--- src/rtl/cam_capture_ctrl_pkg.sv ---
// Shared definitions for the camera capture controller: FSM encoding,
// default frame geometry and the packed RGB565 pixel width.
package cam_capture_ctrl_pkg;

    localparam int DEF_H_PIXELS = 160;
    localparam int DEF_V_LINES  = 120;
    localparam int PIXEL_W      = 16;

    typedef enum logic [2:0] {
        ST_IDLE       = 3'd0,
        ST_WAIT_VS_HI = 3'd1,
        ST_WAIT_VS_LO = 3'd2,
        ST_ACTIVE     = 3'd3,
        ST_FINISH     = 3'd4
    } cap_state_t;

endpackage

--- src/rtl/cam_capture_ctrl_sync_edge.sv ---
// Multi-flop synchronizer for one asynchronous camera line, with
// single-cycle rise/fall pulses derived from the synchronized value.
module cam_sync_edge #(
    parameter int STAGES = 2
) (
    input  logic clk,
    input  logic reset,
    input  logic d,
    output logic q,
    output logic rise,
    output logic fall
);

    logic [STAGES-1:0] sync;
    logic              q_d;

    always_ff @(posedge clk) begin
        if (reset) begin
            sync <= '0;
            q_d  <= 1'b0;
        end else begin
            sync[0] <= d;
            for (int i = 1; i < STAGES; i++) begin
                sync[i] <= sync[i-1];
            end
            q_d <= sync[STAGES-1];
        end
    end

    assign q    = sync[STAGES-1];
    assign rise = q & ~q_d;
    assign fall = ~q & q_d;

endmodule

--- src/rtl/cam_capture_ctrl.sv ---
// Captures one camera frame per start request, packing byte pairs into
// RGB565 pixels for a downstream FIFO and flagging overflow/geometry errors.
module cam_capture_ctrl
    import cam_capture_ctrl_pkg::*;
#(
    parameter int H_PIXELS    = DEF_H_PIXELS,
    parameter int V_LINES     = DEF_V_LINES,
    parameter int SYNC_STAGES = 2
) (
    input  logic               clk,
    input  logic               reset,
    input  logic               start,
    output logic               busy,
    output logic               done,
    output logic               err_overflow,
    output logic               err_geometry,
    input  logic               cam_pclk,
    input  logic               cam_href,
    input  logic               cam_vsync,
    input  logic [7:0]         cam_data,
    input  logic               fifo_full,
    output logic               fifo_wr,
    output logic [PIXEL_W-1:0] fifo_data,
    output cap_state_t         dbg_state
);

    localparam int PIX_W  = $clog2(H_PIXELS + 2);
    localparam int LINE_W = $clog2(V_LINES + 1);
    localparam logic [PIX_W-1:0]  PIX_TARGET  = PIX_W'(H_PIXELS);
    localparam logic [PIX_W-1:0]  PIX_SAT     = PIX_W'(H_PIXELS + 1);
    localparam logic [LINE_W-1:0] LINE_TARGET = LINE_W'(V_LINES);

    cap_state_t        state, state_next;
    logic [PIX_W-1:0]  pix_cnt;
    logic [LINE_W-1:0] line_cnt;
    logic              byte_phase;
    logic [7:0]        hi_byte;
    logic [7:0]        data_sync [SYNC_STAGES];
    logic [7:0]        byte_q;

    logic pclk_rise, href_q, href_fall, vsync_q, vsync_rise, vsync_fall;
    logic unused_pclk_q, unused_pclk_fall, unused_href_rise;

    cam_sync_edge #(.STAGES(SYNC_STAGES)) u_sync_pclk (
        .clk(clk), .reset(reset), .d(cam_pclk),
        .q(unused_pclk_q), .rise(pclk_rise), .fall(unused_pclk_fall)
    );

    cam_sync_edge #(.STAGES(SYNC_STAGES)) u_sync_href (
        .clk(clk), .reset(reset), .d(cam_href),
        .q(href_q), .rise(unused_href_rise), .fall(href_fall)
    );

    cam_sync_edge #(.STAGES(SYNC_STAGES)) u_sync_vsync (
        .clk(clk), .reset(reset), .d(cam_vsync),
        .q(vsync_q), .rise(vsync_rise), .fall(vsync_fall)
    );

    // Data bus takes the same number of stages as pclk so the byte and its
    // strobe edge line up at the synchronized side.
    always_ff @(posedge clk) begin
        if (reset) begin
            for (int i = 0; i < SYNC_STAGES; i++) begin
                data_sync[i] <= '0;
            end
        end else begin
            data_sync[0] <= cam_data;
            for (int i = 1; i < SYNC_STAGES; i++) begin
                data_sync[i] <= data_sync[i-1];
            end
        end
    end

    assign byte_q    = data_sync[SYNC_STAGES-1];
    assign dbg_state = state;

    always_ff @(posedge clk) begin
        if (reset) begin
            state <= ST_IDLE;
        end else begin
            state <= state_next;
        end
    end

    always_comb begin
        state_next = state;
        busy       = (state != ST_IDLE);
        done       = 1'b0;
        case (state)
            ST_IDLE:       if (start) state_next = ST_WAIT_VS_HI;
            ST_WAIT_VS_HI: if (vsync_q) state_next = ST_WAIT_VS_LO;
            ST_WAIT_VS_LO: if (vsync_fall) state_next = ST_ACTIVE;
            ST_ACTIVE: begin
                if (vsync_rise || (line_cnt == LINE_TARGET)) state_next = ST_FINISH;
            end
            ST_FINISH: begin
                done       = 1'b1;
                state_next = ST_IDLE;
            end
            default:       state_next = ST_IDLE;
        endcase
    end

    // FIFO interface: fifo_wr is a one-cycle strobe qualifying fifo_data.
    // There is no backpressure; a pixel completing while fifo_full=1 is
    // dropped and recorded in err_overflow.
    always_ff @(posedge clk) begin
        if (reset) begin
            pix_cnt      <= '0;
            line_cnt     <= '0;
            byte_phase   <= 1'b0;
            hi_byte      <= '0;
            fifo_wr      <= 1'b0;
            fifo_data    <= '0;
            err_overflow <= 1'b0;
            err_geometry <= 1'b0;
        end else begin
            fifo_wr <= 1'b0;
            if ((state == ST_IDLE) && start) begin
                pix_cnt      <= '0;
                line_cnt     <= '0;
                byte_phase   <= 1'b0;
                err_overflow <= 1'b0;
                err_geometry <= 1'b0;
            end
            if (state == ST_ACTIVE) begin
                if (pclk_rise && href_q) begin
                    byte_phase <= ~byte_phase;
                    if (!byte_phase) begin
                        hi_byte <= byte_q;
                    end else begin
                        if (pix_cnt != PIX_SAT) pix_cnt <= pix_cnt + 1'b1;
                        if (fifo_full) begin
                            err_overflow <= 1'b1;
                        end else if (state_next == ST_ACTIVE) begin
                            fifo_wr   <= 1'b1;
                            fifo_data <= {hi_byte, byte_q};
                        end
                    end
                end
                if (href_fall) begin
                    byte_phase <= 1'b0;
                    pix_cnt    <= '0;
                    if (line_cnt != LINE_TARGET) line_cnt <= line_cnt + 1'b1;
                    if ((pix_cnt != PIX_TARGET) || byte_phase) err_geometry <= 1'b1;
                end
                // A vsync before the expected line count means a short frame.
                if (vsync_rise && (line_cnt != LINE_TARGET)) err_geometry <= 1'b1;
            end
        end
    end

endmodule

--- config.mk ---
export PLATFORM = sky130hd
export DESIGN_NAME = cam_capture_ctrl
export DESIGN_NICKNAME = d
export VERILOG_FILES = /design/src/rtl/cam_capture_ctrl_pkg.sv /design/src/rtl/cam_capture_ctrl_sync_edge.sv /design/src/rtl/cam_capture_ctrl.sv
export SDC_FILE = /design/constraint.sdc
export NUM_CORES = 1
export LEC_CHECK = 0
export BUFFER_PORTS_ARGS = -buffer_cell sky130_fd_sc_hd__buf_2
export CORE_MARGIN = 8
export CORE_UTILIZATION = 37
export CTS_CLUSTER_DIAMETER = 150
export DETAILED_ROUTE_END_ITERATION = 7
export PLACE_DENSITY = 0.61
export SETUP_SLACK_MARGIN = 0.15
export SYNTH_ARGS = -nofsm -noshare
export SYNTH_HDL_FRONTEND = slang
export SYNTH_SLANG_ARGS = --single-unit
--- constraint.sdc ---
create_clock -name clk -period 4 [get_ports clk]
set_clock_uncertainty 0.1 [all_clocks]
set_input_delay 0 -clock clk [delete_from_list [all_inputs] [get_ports clk]]
set_output_delay 0 -clock clk [all_outputs]
set_load 0.01 [all_outputs]
## Yosys cells after proc, flatten, opt, wreduce, memory -nomap -nowiden

Memory sizes are Yosys's and may differ from the RTL's.
Index checks and enable logic that the tools add are counted.

| word-level totals | value |
|---|---|
| bits of input ports | 15 |
| word-level logic and storage cells | 87 |
| output and inout port bits | 24 |
| memories | 1 |
| memory bits (writable) | 16 |
| register bits after elaboration | 55 |

| cells by class | value |
|---|---|
| equality and inequality tests | 9 |
| reductions and logical operators | 10 |
| bitwise operators | 14 |
| $add $sub $neg | 2 |
| multiplexer cells | 36 |

Memories:

| name | depth | width | rd ports | clocked after Yosys merged registers in | write ports | RTL line | text |
|---|---|---|---|---|---|---|---|
| data_sync | 2 | 8 | 2 | 0 | 2 | cam_capture_ctrl.sv:38 | `logic [7:0] data_sync [SYNC_STAGES];` |

Operators with widths:

| kind | number |
|---|---|
| 8-bit 2-to-1 mux | 8 |
| 7-bit 2-to-1 mux | 4 |
| 1-bit 2-to-1 mux | 19 |
| 8-bit != test (second input constant) | 2 |
| 3-bit 2-to-1 mux | 4 |
| 3-bit one-hot mux with 4 select lines | 1 |
| 3-bit by 2-bit == test with 1-bit output (second input constant) | 3 |
| 8-bit by 1-bit adder with 8-bit output (second input constant) | 1 |
| 1-bit NOT | 8 |
| 7-bit by 1-bit adder with 7-bit output (second input constant) | 1 |
| 7-bit == test (second input constant) | 1 |
| 7-bit != test (second input constant) | 1 |
| 5-bit AND reduction | 1 |
| 5-bit OR reduction | 1 |
| 1-bit AND | 4 |
| 3-bit by 1-bit == test with 1-bit output (second input constant) | 1 |
| 3-bit == test (second input constant) | 1 |
| 1-bit logical AND | 3 |
| 3-bit logical NOT | 1 |
| 3-bit AND reduction | 1 |
| 3-bit nonzero test | 1 |
| 1-bit logical OR | 2 |
| 1-bit bitwise OR | 2 |

## Longest topological paths before layout

Gate-level depths: netlist of the first run.

| depth | value |
|---|---|
| depth in word-level cells | 8 |
| depth in mapped cells | 8 |
| depth with buffers taken out | 6 |

## Hierarchy

A second synthesis of the first run with hierarchy kept.

| second synthesis, totals | value |
|---|---|
| cell total of the unflattened synthesis | 307 |
| area, all modules | 2984.1 um2 |

Modules (own cells, without submodules):

| module | seq. area each (um2) | times used | area each (um2) | cells each |
|---|---|---|---|---|
| cam_capture_ctrl | 1241.2 | 1 | 2710.1 | 283 |
| cam_sync_edge | 60.1 | 3 | 91.3 | 8 |

## Worst setup path before layout of the first run

OpenSTA, ideal clock, no wires.

| timing path | value |
|---|---|
| path type | register to register |
| from | register line_cnt[0] |
| to | register fifo_data[10] |
| period minus slack after synthesis | 1.829 ns |
| setup slack | 2.171 ns |
| arrival time | 1.657 ns |
| path buffers | 2 |
| cell stages (with the launch flop) | 9 |
| library setup time | 0.072 ns |
| required time | 3.828 ns |
| cells stage by stage | dfxtp_1 > inv_1 > ha_1 > and4b_1 > a31oi_2 > and4_1 > buf_6 > buf_12 > mux2i_1 |

| on the way | value |
|---|---|
| cells in the longest elaborated chain, start to end | 6 |

RTL lines:

| what | RTL line | text |
|---|---|---|
| start: declaration | cam_capture_ctrl.sv:35 | `logic [LINE_W-1:0] line_cnt;` |
| start signal: assignment | cam_capture_ctrl.sv:144 | `if (line_cnt != LINE_TARGET) line_cnt <= line_cnt + 1'b1;` |
| 7-bit == test | cam_capture_ctrl.sv:94 | `if (vsync_rise \|\| (line_cnt == LINE_TARGET)) state_next = ST_FINISH;` |
| 1-bit logical OR | cam_capture_ctrl.sv:94 |  |
| 3-bit 2-to-1 mux | cam_capture_ctrl.sv:94 |  |
| 3-bit one-hot mux with 4 select lines | cam_capture_ctrl.sv:89 | `case (state)` |
| 3-bit by 2-bit == test with 1-bit output | cam_capture_ctrl.sv:135 | `end else if (state_next == ST_ACTIVE) begin` |
| 5-bit AND reduction (no line) | n/a |  |
| end signal: assignment | cam_capture_ctrl.sv:137 | `fifo_data <= {hi_byte, byte_q};` |
| end: declaration | cam_capture_ctrl.sv:23 | `output logic [PIXEL_W-1:0] fifo_data,` |

No other way between the ends.
A chain may end at the register's enable or synchronous reset.

## Worst setup path in the final report of the first run

| timing path | value |
|---|---|
| from | register line_cnt[0] |
| to | register fifo_data[5] |

The elaborated chain is that of the path after synthesis.

==> reports/qor.yml, run 1 <==
cts:
  cts_sinks: 71
  clkTransAtPathRegs_ns: 0.07
  clk_latency_ns: 0.34
  cts-resized-gates: 0
  cts_inserted_buffers: 9
  htree_levels: 3
  clk_path_buf_depth: 2
  root_buffer: "clkbuf_8"
  tritoncts: "built"
layout:
  multi_input_area_um2: 1500
  final_nets: 383
  fillCellCount: 818
  drive_above_1_share_pct: 17.4
  regArea_um2: 1420
  area.growth.synth_to_final_pct: 16.5
  utilization_pct: 43.9
  insertedDiodeCount: 0
critical_path:
  cp.depth: 6
  cp_top_family: "simple AND/OR/NAND/NOR gates"
  crit_path_start: "line_cnt[0]$_SDFF_PP0_"
  crit_type: "reg -> reg"
  setup.worst_path.end_class: "register"
  slowest_stage: "and4_1"
  crit_buf_inv: 1
  crit_arrival_ns: 2.69
  start_kind: "register"
  cp_max_fo: 17
  slowest_delay_ns: 0.95
  crit_chain: "inv_1 -> ha_1 -> and4b_1 -> a31oi_2 -> and4_1 -> mux2i_1"
  r2r-start: "line_cnt[0]$_SDFF_PP0_"
  reg2regPathDepth: 6
  crit_required_ns: 4.16
yosys:
  yosysWarnings: 0
  syn_area_per_cell_um2: 9.53
  synth_nets: 340
  syn_area_um2: 3050
  synthAdderAreaFrac_pct: 2.05
  async_flop_share_pct: 0
  synth-edff-count: 0
  synth-simple-area-share_pct: 27.4
  synth_top_family_by_area: "simple AND/OR/NAND/NOR gates"
  synth_top_flop_cell: "dfxtp_1"
  ys_seq_area_share_pct: 46.6
  yosys.cell_types.count: 49
  synthMuxAreaShare_pct: 7.88
  synth_cells: 320
  synth-compound-area-share_pct: 11.5
  ys_ff_latch: 71
  synth_xor_area_share_pct: 0
hold_path:
  hold_class: "in -> reg"
  hp-start: "start"
  hold_depth: 5
grt:
  antenna_found_initial: 0
  grt_max_degree: 72
  grt_util_all_layers_pct: 11.0
  grt_first_pass_wirelength_um: 10200
  grt_pass1_vias: 2101
  grt_overflow: 0
timing:
  slew_violations: 0
  finalSetupViolCount: 0
  slew-limit-headroom_pct: 25.8
  worst-slew-pin-transition_ns: 1.11
  clock.fmax_mhz: 395
  min_period_ns: 2.53
  fin_crit_sh_pct: 63.3
  hold_viol: 0
  rsz0062_at_grt: "false"
  tns_ns: 0
die:
  fp.dieW_um: 107
  rows: 33
  start_util_pct: 37.7
  dieHeight_um: 107
  ios: 39
  core_um2: 8090
  die_area_um2: 11400
routing:
  met3_length_um: 177
  met2_length_um: 2680
  dr.first_iter.drc_count: 137
  top_layer: "met4"
  dr.pass1.iters: 4
  avgRoutedWirePerCell_um: 13.0
  vias: 2326
  drcViolationCount: 0
  drt-met1-wl_um: 3190
  vias_per_cell: 4.93
  routed_wl_um: 6160
  detail-route-antenna-nets: 0
power:
  powerDensity_nw_per_um2: 358
  p_leak_nw: 1.29
  vdd_drop_max_v: 0.000177
outcome:
  outcome: "finished, final reports clean"
placed_design:
  hpwlAfterDp_um: 4070
  port_buffers: 38
  place.gp.congestion: 0.812
run:
  maxCapViolations: 0
==> per-stage QoR <==
stage | cells | power (mW) | worst slack [ns] | hold WS [ns] | instance area, µm²
3_3_place_gp | 445 | 0.797 | 1.60 | 0.113 | 3270
2_1_floorplan | 320 | 0.781 | 2.17 | 0.0282 | 3050
6_report | 472 | 1.27 | 1.47 | 0.0250 | 3550
5_1_grt | 472 | 1.33 | 1.36 | 0.0894 | 3550
3_5_place_dp | 445 | 0.797 | 1.53 | 0.112 | 3270
4_1_cts | 472 | 1.29 | 1.48 | 0.0137 | 3550
==> worst paths after layout <==
kind	end	slack (ns)
setup / recovery	fifo_data[5]$_SDFFE_PP0P_	1.47
hold reg to reg	data_sync[0][9]$_SDFF_PP0_	0.34
setup reg to reg	fifo_data[5]$_SDFFE_PP0P_	1.47
hold / removal	dbg_state[0]$_SDFF_PP0_	0.03
==> worst reg2reg max path, stage by stage (launching register included) <==
cell     delay, ns
dfxtp_1       0.37
inv_1         0.07
ha_1          0.21
and4b_1       0.20
a31oi_2       0.26
and4_1        0.95
mux2i_1       0.29
==> cells in the final DEF (no fill, tap or decap), types with 3 or more instances in the layout <==
master / n
nor3_1: 6
o21ai_0: 12
a31oi_1: 5
clkinv_2: 3
or3_1: 5
dfxtp_1: 71
nor2_1: 17
a21oi_1: 9
nor2b_1: 28
inv_1: 6
buf_2: 38
nand2_1: 13
dlygate4sd3_1: 12
nand3_1: 20
ha_1: 5
a211oi_1: 7
clkbuf_8: 9
nand2b_1: 35
mux2i_1: 24
==> cells in the mapped netlist (all sizes together), types with 2 or more instances <==
master  number  area (µm²)
a211oi       7        52.6
a21oi        9        45.0
a311oi       2        17.5
a31oi        6        43.8
a32oi        2        17.5
and3         2        12.5
buf          9        77.6
clkbuf      10        37.5
dfxtp       71        1420
ha           5        62.6
inv          6        22.5
mux2i       24         240
nand2       13        48.8
nand2b      35         219
nand3       20         100
nand3b       3        26.3
nand4b       2        17.5
nor2        18        70.1
nor2b       28         175
nor3         7        35.0
o211a        2        20.0
o211ai       2        20.0
o21a         2        15.0
o21ai       12        60.1
or2          2        12.5
or3          5        31.3
==> power breakdown <==
| part | internal [mW] | switching (mW) |
|---|---|---|
| Sequential | 0.719 | 0.00771 |
| Combinational | 0.0321 | 0.0307 |
| Clock | 0.219 | 0.263 |
==> metal layers <==
metal	GRT usage (%)	vias up
met5	0	-
met4	6.03	0
met3	2.64	7
met2	15.7	32
met1	14.8	1090
li1	-	1197
==> cells by family (layout without fill, tap and decap cells) <==
kind of cell,after synthesis,after routing
AOI/OAI and AO/OA,50,50
muxes,24,24
buffers and inverters,25,72
adders and majority gates,5,5
DFF,71,71
and+or+nand+nor,145,145
==> area by class of cell <==
| class | count | share of cell area [%] |
|---|---|---|
| inverter | 6 | 0.634 |
| timing repair buffer | 51 | 8.95 |
| multi-input combinational | 224 | 42.1 |
| clock inverter | 6 | 1.09 |
| sequential | 71 | 40.0 |
| tap | 105 | 3.70 |
| clock buffer | 9 | 3.49 |
==> registers in the layout, indices dropped and copies added, names as in the netlist, 2 cells and up <==
signal / count
data_sync: 16
fifo_data: 16
hi_byte: 8
pix_cnt: 8
line_cnt: 7
dbg_state: 3
u_sync_href.sync: 2
u_sync_pclk.sync: 2
u_sync_vsync.sync: 2
==> timing repair <==
| item | 4_1_cts | 5_1_grt |
|---|---|---|
| setup endpoints to repair | 0 | 0 |
| setup buffers | 0 | 0 |
| hold buffers | 12 | 0 |
| hold endpoints to repair | 12 | 0 |
(Power assumes the default switching activity.)
==> run 2: changes to the inputs <==
--- a/config.mk
+++ b/config.mk
@@ -10,7 +10,7 @@
 export CORE_UTILIZATION = 37
 export CTS_CLUSTER_DIAMETER = 150
 export DETAILED_ROUTE_END_ITERATION = 7
-export PLACE_DENSITY = 0.61
+export PLACE_DENSITY = 0.63
 export SETUP_SLACK_MARGIN = 0.15
 export SYNTH_ARGS = -nofsm -noshare
 export SYNTH_HDL_FRONTEND = slang
==> constraint.sdc (replaced) <==
create_clock -name clk -period 2.2 [get_ports clk]
set_clock_uncertainty 0.1 [all_clocks]
set_input_delay 0 -clock clk [delete_from_list [all_inputs] [get_ports clk]]
set_output_delay 0 -clock clk [all_outputs]
set_load 0.01 [all_outputs]
==> reports/qor.yml, run 2 (same netlist as run 1, synthesis figures left out) <==
layout:
  fillCellCount: 794
  area.growth.synth_to_final_pct: 20.1
  final_nets: 387
  post-route-cell-area_um2: 3660
  drive_above_1_share_pct: 19.1
  layout_commonest_cell: "dfxtp_1"
  final_cell_mix: "dfxtp_1, buf_2, nand2b_1, nor2b_1, mux2i_1"
  insertedDiodeCount: 0
  reg_top3: "data_sync: 16 flops, fifo_data: 16 flops"
die:
  core_um2: 8090
  die_area_um2: 11400
  dieHeight_um: 107
  rows: 33
  start_util_pct: 37.7
  ios: 39
  fp.dieW_um: 107
critical_path:
  r2r_setup_slack_ns: 0.27
  cp_max_fo: 17
  crit_arrival_ns: 2.10
  reg2regPathDepth: 7
  crit_required_ns: 2.37
  start_kind: "register"
  crit_type: "reg -> reg"
  rr_endpoint: "fifo_data[11]$_SDFFE_PP0P_"
  r2r-start: "line_cnt[0]$_SDFF_PP0_"
  setup.worst_path.end_class: "register"
timing:
  min_period_ns: 1.93
  setup_ws_ns: 0.273
  finalSetupViolCount: 0
  slew_violations: 0
  worst-slew-pin-transition_ns: 0.687
  slew-limit-headroom_pct: 53.6
  whs_ns: 0.0183
  clock.fmax_mhz: 519
  rsz0062_at_grt: "false"
  hold_viol: 0
  tns_ns: 0
  fin_crit_sh_pct: 87.6
grt:
  grt_pass1_vias: 2285
  grt_overflow: 0
  grt_first_pass_wirelength_um: 10600
  antenna_found_initial: 0
  grt_util_all_layers_pct: 11.5
  grt_max_degree: 38
power:
  swShare_pct: 22.3
  p_switching_mw: 0.576
  p_leak_nw: 1.35
  combPwrFrac_pct: 4.6
  p_total_mw: 2.59
  power.internal_mw: 2.01
  powerDensity_nw_per_um2: 706
  vdd_drop_max_v: 0.000436
  clock_power_share_pct: 44.3
  seq_power_share_pct: 51.1
cts:
  htree_levels: 3
  root_buffer: "clkbuf_8"
  clk_path_buf_depth: 2
  cts_sinks: 71
  tritoncts: "built"
  cts_inserted_buffers: 9
  clk_latency_ns: 0.35
  clkTransAtPathRegs_ns: 0.08
routing:
  vias_per_cell: 4.88
  drcViolationCount: 0
  routed_wl_um: 6220
  dr.pass1.iters: 4
  detail-route-antenna-nets: 0
  vias: 2329
  dr.first_iter.drc_count: 154
  avgRoutedWirePerCell_um: 13.0
placed_design:
  dp_slack_ns: 0.247
  placed_area_um2: 3320
  hpwlAfterDp_um: 4230
  place.gp.congestion: 0.803
  port_buffers: 38
hold_path:
  hold_depth: 5
  hp-start: "start"
  hold_class: "in -> reg"
  holdPathEnd: "dbg_state[0]$_SDFF_PP0_"
outcome:
  outcome: "finished, final reports clean"
run:
  maxCapViolations: 0
[run 2: cell types whose count changed in the layout (fill, tap and decap cells not counted), moves of 2 or more]
cell,delta
buf_12,+2
buf_4,+2
inv_6,+2
bufinv_16,+2
[run 2: layout make-up]
type,count,area (µm²),area share [%]
clock buffer,9,124,3.38
timing repair buffer,55,373,10.2
multi-input combinational,224,1490,40.8
sequential,71,1420,38.8
clock inverter,7,95.1,2.60
tap,105,131,3.59
inverter,6,22.5,0.615
[run 2: metrics by stage]
stage / std cells / util, %
5_1_grt: 477 / 45.3
4_1_cts: 477 / 45.2
6_report: 477 / 45.3
3_3_place_gp: 449 / 41.0
3_5_place_dp: 449 / 41.0
2_1_floorplan: 320 / -
[run 2: power by group through the flow]
stage          combinational (mW)  sequential, mW  clock [mW]
2_1_floorplan              0.0752            1.34           0
3_3_place_gp                0.102            1.35           0
3_5_place_dp                0.103            1.35           0
4_1_cts                     0.119            1.32        1.19
5_1_grt                     0.131            1.32        1.23
6_report                    0.118            1.32        1.15
[run 2: layer usage]
metal | track usage (%) | up-vias | wire [µm]
li1 | - | 1205 | -
met1 | 14.0 | 1077 | 3000
met2 | 17.8 | 38 | 2890
met3 | 3.12 | 9 | 202
met4 | 6.63 | 0 | 119
met5 | 0 | - | 0
[run 2: worst max path at each step]
stage / start / end / slack, ns / cells after the start
floorplan: line_cnt[0]$_SDFF_PP0_ / fifo_data[10]$_SDFFE_PP0P_ / 0.37 / 8
detailed placement: line_cnt[0]$_SDFF_PP0_ / fifo_data[5]$_SDFFE_PP0P_ / 0.25 / 7
global placement: line_cnt[0]$_SDFF_PP0_ / fifo_data[3]$_SDFFE_PP0P_ / 0.33 / 7
global route: pix_cnt[1]$_SDFF_PP0_ / pix_cnt[1]$_SDFF_PP0_ / 0.15 / 5
finish: line_cnt[0]$_SDFF_PP0_ / fifo_data[11]$_SDFFE_PP0P_ / 0.27 / 7
CTS: line_cnt[0]$_SDFF_PP0_ / fifo_data[4]$_SDFFE_PP0P_ / 0.24 / 7
[run 2: what timing repair did]
| item | 4_1_cts | 5_1_grt |
|---|---|---|
| buffers inserted | 0 | 0 |
| setup endpoints to repair | 0 | 2 |
| hold buffers | 12 | 0 |
| endpoints found under the hold margin | 12 | 0 |
| resized for setup | 0 | 3 |
[run 2: critical path, cell delays in order (launching register included)]
cell and delay (ns):
dfxtp_1 0.37, inv_1 0.08, ha_1 0.20, and4b_1 0.20, a31oi_2 0.26, and4_4 0.28, buf_12 0.17, mux2i_1 0.19
==> run 3: changes to the inputs <==
--- a/config.mk
+++ b/config.mk
@@ -7,10 +7,10 @@
 export LEC_CHECK = 0
 export BUFFER_PORTS_ARGS = -buffer_cell sky130_fd_sc_hd__buf_2
 export CORE_MARGIN = 8
-export CORE_UTILIZATION = 37
+export CORE_UTILIZATION = 51
 export CTS_CLUSTER_DIAMETER = 150
 export DETAILED_ROUTE_END_ITERATION = 7
-export PLACE_DENSITY = 0.63
+export PLACE_DENSITY = 0.8
 export SETUP_SLACK_MARGIN = 0.15
 export SYNTH_ARGS = -nofsm -noshare
 export SYNTH_HDL_FRONTEND = slang
==> reports/qor.yml, run 3 (same netlist as run 1, synthesis figures left out) <==
die:
  core_um2: 5850
  fp.dieW_um: 93.3
  rows: 28
  ios: 39
  die_area_um2: 8710
  dieHeight_um: 93.3
  start_util_pct: 52.1
placed_design:
  dp_cells: 417
  place.gp.congestion: 0.849
  hpwlAfterDp_um: 4110
  port_buffers: 38
  placed_area_um2: 3270
  dp_slack_ns: 0.228
cts:
  htree_levels: 3
  clkTransAtPathRegs_ns: 0.08
  post_cts_buffers: 0
  tritoncts: "built"
  cts_sinks: 71
  root_buffer: "clkbuf_8"
  clk_path_buf_depth: 2
  clk_latency_ns: 0.34
  cts_inserted_buffers: 9
routing:
  dr.first_iter.drc_count: 120
  detail-route-antenna-nets: 0
  dr.pass1.iters: 4
  vias: 2388
  avgRoutedWirePerCell_um: 13.7
  vias_per_cell: 5.31
  drcViolationCount: 0
  routed_wl_um: 6170
layout:
  utilization_pct: 62.8
  post-route-cell-area_um2: 3670
  final_nets: 390
  insertedDiodeCount: 0
  drive_above_1_share_pct: 18.1
  reg_top3: "data_sync: 16 flops, fifo_data: 16 flops"
  final_cell_mix: "dfxtp_1, buf_2, nand2b_1, nor2b_1, mux2i_1"
  fillCellCount: 463
  regArea_um2: 1420
  layout_commonest_cell: "dfxtp_1"
  multi_input_area_um2: 1510
  area.growth.synth_to_final_pct: 20.5
  layout.cells.non_filler: 450
power:
  p_leak_nw: 1.37
  vdd_drop_max_v: 0.000415
  powerDensity_nw_per_um2: 704
  p_total_mw: 2.59
critical_path:
  setup.worst_path.end_class: "register"
  slowest_stage: "dfxtp_1"
  start_kind: "register"
  crit_type: "reg -> reg"
  cp_max_fo: 17
  crit_chain: "inv_1 -> ha_1 -> and4b_1 -> a31oi_4 -> and4_4 -> buf_12 -> mux2i_1"
  cp_top_family: "simple AND/OR/NAND/NOR gates"
  crit_buf_inv: 2
  slowest_delay_ns: 0.39
  crit_arrival_ns: 2.10
  crit_required_ns: 2.37
timing:
  slew-limit-headroom_pct: 59.8
  tns_ns: 0
  setup_ws_ns: 0.272
  clock.fmax_mhz: 519
  finalSetupViolCount: 0
  min_period_ns: 1.93
  whs_ns: 0.0225
  worst-slew-pin-transition_ns: 0.602
  slew_violations: 0
  fin_crit_sh_pct: 87.6
  hold_viol: 0
  rsz0062_at_grt: "false"
grt:
  grt_max_degree: 55
  grt_pass1_vias: 2261
  antenna_found_initial: 0
  grt_util_all_layers_pct: 14.7
  grt_first_pass_wirelength_um: 10400
  grt_overflow: 0
run:
  maxCapViolations: 0
hold_path:
  hold_class: "in -> reg"
outcome:
  outcome: "finished, final reports clean"
-- run 3: changes by cell type in the layout (fill, tap and decap cells not counted) --
cell | before | now
buf_4 | 3 | 1
a41oi_2 | 0 | 1
and3b_2 | 1 | 0
and3b_1 | 0 | 1
dlygate4sd3_1 | 12 | 17
clkinv_4 | 0 | 2
clkinvlp_4 | 1 | 0
dfxtp_1 | 70 | 71
dfxtp_2 | 1 | 0
inv_6 | 2 | 1
a31oi_2 | 1 | 0
a31oi_4 | 0 | 1
a41oi_1 | 1 | 0
-- run 3: path summary, 6_finish.rpt --
kind                              start                           to  slack [ns]  depth (start not counted)
max              line_cnt[0]$_SDFF_PP0_    fifo_data[8]$_SDFFE_PP0P_        0.27                          7
min reg2reg  data_sync[0][6]$_SDFF_PP0_  data_sync[0][14]$_SDFF_PP0_        0.34                          1
max reg2reg      line_cnt[0]$_SDFF_PP0_    fifo_data[8]$_SDFFE_PP0P_        0.27                          7
min                               start      dbg_state[0]$_SDFF_PP0_        0.02                          5
-- run 3: cell type report --
class                   instances  area share, %
flip-flops and latches         71           38.7
repair buffers                 58           11.1
clock buffers                   9           3.37
clock inverters                 7           2.62
inverters                       6          0.613
well taps                      75           2.55
multi-input cells             224           41.1
-- run 3: where the power goes --
part           internal [mW]  switching, mW  leakage, nW
clock network          0.642          0.503        0.114
registers               1.31         0.0144        0.577
logic                 0.0663         0.0568        0.680
total                   2.01          0.574         1.37
-- run 3: worst min-delay path: stages --
cell	delay [ns]
buf_2	0.11
inv_1	0.04
o22ai_1	0.06
o21ai_0	0.14
a211oi_1	0.07
-- run 3: per-layer routing --
metal / share of wire [%] / GRT usage (%)
met4: 2.2 / 8.32
met1: 48 / 18.5
met3: 4.9 / 3.21
met2: 45 / 22.6
met5: 0 / 0
-- run 3: repair_timing --
action | in CTS | in global routing
hold buffers | 17 | 0
endpoints found under the setup margin | 0 | 13
endpoints found under the hold margin | 19 | 0
gates resized for setup | 0 | 3
